$ cat src/rtl/adder.sv
// Unsigned adder, {cout, sum} = a + b + cin. Each GROUP-bit group resolves its carries
// by lookahead from its own carry-in; group carries ripple. Output register is optional.
module adder #(
  parameter int WIDTH   = 4,
  parameter int GROUP   = 4,
  parameter int OUT_REG = 0
) (
  input  logic             clk,
  input  logic             rst,
  input  logic [WIDTH-1:0] a,
  input  logic [WIDTH-1:0] b,
  input  logic             cin,
  output logic [WIDTH-1:0] sum,
  output logic             cout
);

  localparam int NGROUPS = (WIDTH + GROUP - 1) / GROUP;

  logic [WIDTH-1:0] g;
  logic [WIDTH-1:0] p;
  logic [WIDTH-1:0] sum_d;
  logic             cout_d;

  assign g = a & b;
  assign p = a ^ b;

  genvar gi;
  generate
    for (gi = 0; gi < NGROUPS; gi++) begin : g_grp
      localparam int LO = gi * GROUP;
      localparam int SZ = ((WIDTH - LO) < GROUP) ? (WIDTH - LO) : GROUP;

      logic          cin_grp;
      logic          carry_out;
      logic [SZ-1:0] s;

      if (gi == 0) begin : g_first
        assign cin_grp = cin;
      end else begin : g_chain
        assign cin_grp = g_grp[gi-1].carry_out;
      end

      // Carry into bit k+1 is the group-generate of bits 0..k, or their
      // group-propagate AND the group carry-in; no dependence on bit k's carry.
      always_comb begin
        logic gen_acc;
        logic prop_acc;
        logic c_k;
        s         = '0;
        carry_out = 1'b0;
        c_k       = cin_grp;
        for (int k = 0; k < SZ; k++) begin
          s[k]     = p[LO+k] ^ c_k;
          gen_acc  = 1'b0;
          prop_acc = 1'b1;
          for (int j = 0; j <= k; j++) begin
            gen_acc  = g[LO+j] | (p[LO+j] & gen_acc);
            prop_acc = prop_acc & p[LO+j];
          end
          c_k = gen_acc | (prop_acc & cin_grp);
        end
        carry_out = c_k;
      end

      assign sum_d[LO+SZ-1:LO] = s;
    end
  endgenerate

  assign cout_d = g_grp[NGROUPS-1].carry_out;

  generate
    if (OUT_REG != 0) begin : g_reg
      logic [WIDTH-1:0] sum_q;
      logic             cout_q;

      always_ff @(posedge clk or posedge rst) begin
        if (rst) begin
          sum_q  <= '0;
          cout_q <= 1'b0;
        end else begin
          sum_q  <= sum_d;
          cout_q <= cout_d;
        end
      end

      assign sum  = sum_q;
      assign cout = cout_q;
    end else begin : g_comb
      logic unused_clk_rst;
      assign unused_clk_rst = clk ^ rst;
      assign sum  = sum_d;
      assign cout = cout_d;
    end
  endgenerate

endmodule

$ cat config.mk
export PLATFORM = sky130hd
export DESIGN_NAME = adder
export DESIGN_NICKNAME = d
export VERILOG_FILES = /design/src/rtl/adder.sv
export SDC_FILE = /design/constraint.sdc
export NUM_CORES = 1
export LEC_CHECK = 0
export BUFFER_PORTS_ARGS = -buffer_cell sky130_fd_sc_hd__buf_4
export CAP_MARGIN = 20
export CORE_AREA = 10 10 47 49
export DETAILED_ROUTE_END_ITERATION = 16
export DIE_AREA = 0 0 57 59
export PLACE_DENSITY_LB_ADDON = 0.12
export SETUP_SLACK_MARGIN = 0.02
export SLEW_MARGIN = 20
export SYNTH_ARGS = -nofsm -noshare
export SYNTH_HDL_FRONTEND = slang
export SYNTH_SLANG_ARGS = --single-unit
$ cat constraint.sdc
create_clock -name vclk -period 3.25
set_input_delay 0.325 -clock vclk [all_inputs]
set_output_delay 0.325 -clock vclk [all_outputs]
set_load 0.05 [all_outputs]
==> flow_summary.ini <==
[run_status]
outcome = complete, no violations

[die]
io_pins = 16
dieArea_sq_um = 3363
chipWidth_um = 57
std_cell_rows = 14
start_util_pct = 10.54
y_dimension_of_the_die_um = 59
core-area_sq_um = 1401

[finish]
area_growth_pct = 84.75
post-route-util_pct = 19.46
num-fill-cells = 166
layout_nets = 49
multi_input_comb_area_sq_um = 132.6
design.seq.count = 0
clkbuf_count = 0
layout.area.seq_sq_um = 0
final_layout_size_suffix_gt1_share_pct = 45.16
diodes = 0

[power]
cellInternalPower_mw = 0.03318
power_per_cell_area_nw_per_um2 = 336.5
power.sequential.fraction_pct = 0
p_leak_nw = 0.1635
ir_drop_uv = 105.9
comb_power_share_pct = 100.0
power_switching_share_pct = 63.85
post_layout_power_mw = 0.09178
net_load_switching_power_mw = 0.05860
clockPowerShare_pct = 0

[sta]
finalHoldViolations = 0
finalSetupViolCount = 0
ratio_of_final_minimum_period_to_clock_period_pct = 56.34
final_count_of_pins_violating_max_slew = 0
fin_setup_tns_ps = 0
period_minus_slack_ps = 1831
fmaxAchievable_mhz = 546.2
unrepaired_setup_endpoints_after_global_routing = false
max-slew-margin-rel_pct = 90.69
worst_margin_pin_slew_ps = 138.6
final.setup.worst_slack_ps = 1419

[detailed_routing]
wl_per_cell_um = 10.17
post-route-drc-count = 0
dr_total_vias = 162
final_antenna_net_count = 0
wl_um = 478
drt_first_iter_violations = 0
firstDrtPassIters = 1
routed_via_density = 3.447

[critical_path]
start_kind = primary input
max_fanout_on_critical_path = 2
criticalPathCategory = primary input to output pin
worstPathRequired_ps = 2920
cp_num_buf_inv = 2
timing.critical_path.to_type = output pin
crit_path_max_incr_delay_ps = 270
cp.arrival_ps = 1510
crit_family = compound AO/OA/AOI/OAI gates
cp_cell_sequence = buf_4 -> ha_1 -> a21o_1 -> a31o_1 -> a21o_1 -> buf_4
critPathSlowestCell = sky130_fd_sc_hd__ha_1

[synthesis]
synthCells = 17
synth.yosys.warnings = 0
cell_type_contributing_the_most_total_cell_area_after_synthesis = sky130_fd_sc_hd__ha_1
synth_largest_type_area_fraction_pct = 33.90
postSynthAreaPerCell_sq_um = 8.685
mappedNetlistArea_sq_um = 147.6
yosys.cell_types.count = 8
mappedNetlistNets = 33
post_synth_most_frequent_cells = sky130_fd_sc_hd__ha_1 (4), sky130_fd_sc_hd__inv_1 (4), sky130_fd_sc_hd__a21o_1 (3)
yosysSeqAreaShare_pct = 0
synth.area.top_cells = sky130_fd_sc_hd__ha_1 (34%), sky130_fd_sc_hd__a21o_1 (15%), sky130_fd_sc_hd__fa_1 (14%)

[worst_hold_path]
hold_class = primary input to output pin
whs_endpoint = sum[3]
count_of_cells_along_the_worst_hold_path = 4
hp-start = b[3]

[grt]
grt_start_max_net_pins = 4
grt_pass1_wl_um = 828
track_usage_pct = 2.807
grt_pass1_vias = 184
antenna_found_initial = 0
globalRouteOverflowTotal = 0

[placement]
dp.final_hpwl_um = 451.5
io_buffer_count = 14
finalWeightedCongestion = 0.6891
place_worst_setup_slack_ps = 1413

[cts]
cts_setup_buffers = 0
cts.repair.resized = 0
post_cts_hold_buffer_count = 0

[job]
timing.max_cap.violations = 0
## how the worst max path moves through the flow
| stage | slack, ps | cells after the start | start | endpoint |
|---|---|---|---|---|
| after CTS | 1410 | 6 | a[0] | cout |
| after floorplan | 1170 | 4 | a[0] | sum[3] |
| after global placement | 1420 | 6 | a[0] | cout |
| after detailed placement | 1410 | 6 | a[0] | cout |
| after global routing | 1320 | 6 | a[0] | sum[3] |
| final | 1420 | 6 | a[0] | cout |
## layout make-up
class	instances	share of cell area [%]
multi-input cells	13	48.62
repair buffers	14	38.53
well taps	16	7.339
inverters	4	5.505
## cell families after synthesis
kind of cell | synth area share [%]
xor+xnor | 17.80
fa+ha+maj | 47.46
compound gates | 24.57
buf+inv | 10.17
## power groups by stage
stage	clock (mW)	combinational, mW	sequential, mW
2_1_floorplan	0	0.0621	0
3_3_place_gp	0	0.0918	0
3_5_place_dp	0	0.0932	0
5_1_grt	0	0.100	0
4_1_cts	0	0.0934	0
6_report	0	0.0918	0
## placed cells by master, fill, tap and decap left out
master | synthesis | routed
sky130_fd_sc_hd__buf_4 | 0 | 14
sky130_fd_sc_hd__ha_1 | 4 | 4
sky130_fd_sc_hd__xnor2_1 | 2 | 2
sky130_fd_sc_hd__a31o_1 | 1 | 1
sky130_fd_sc_hd__fa_1 | 1 | 1
sky130_fd_sc_hd__inv_1 | 4 | 4
sky130_fd_sc_hd__xor2_1 | 1 | 1
sky130_fd_sc_hd__a21o_1 | 3 | 3
sky130_fd_sc_hd__a21oi_1 | 1 | 1
## stage by stage
stage                     cell area (sq um)  std cells  hold WS, ps
final                                 272.8         47         1124
after global routing                  272.8         47         1154
after CTS                             272.8         47         1127
after detailed placement              272.8         47         1123
after global placement                272.8         47         1111
after floorplan                       147.6         17         1029
## per-layer routing
| layer | routed length (um) | GRT usage, % |
|---|---|---|
| met1 | 204 | 3.436 |
| met2 | 182 | 4.186 |
| met3 | 90 | 1.931 |
| met4 | 0 | 0 |
| met5 | 0 | 0 |
Note: power is estimated with default switching activity, not from simulation.
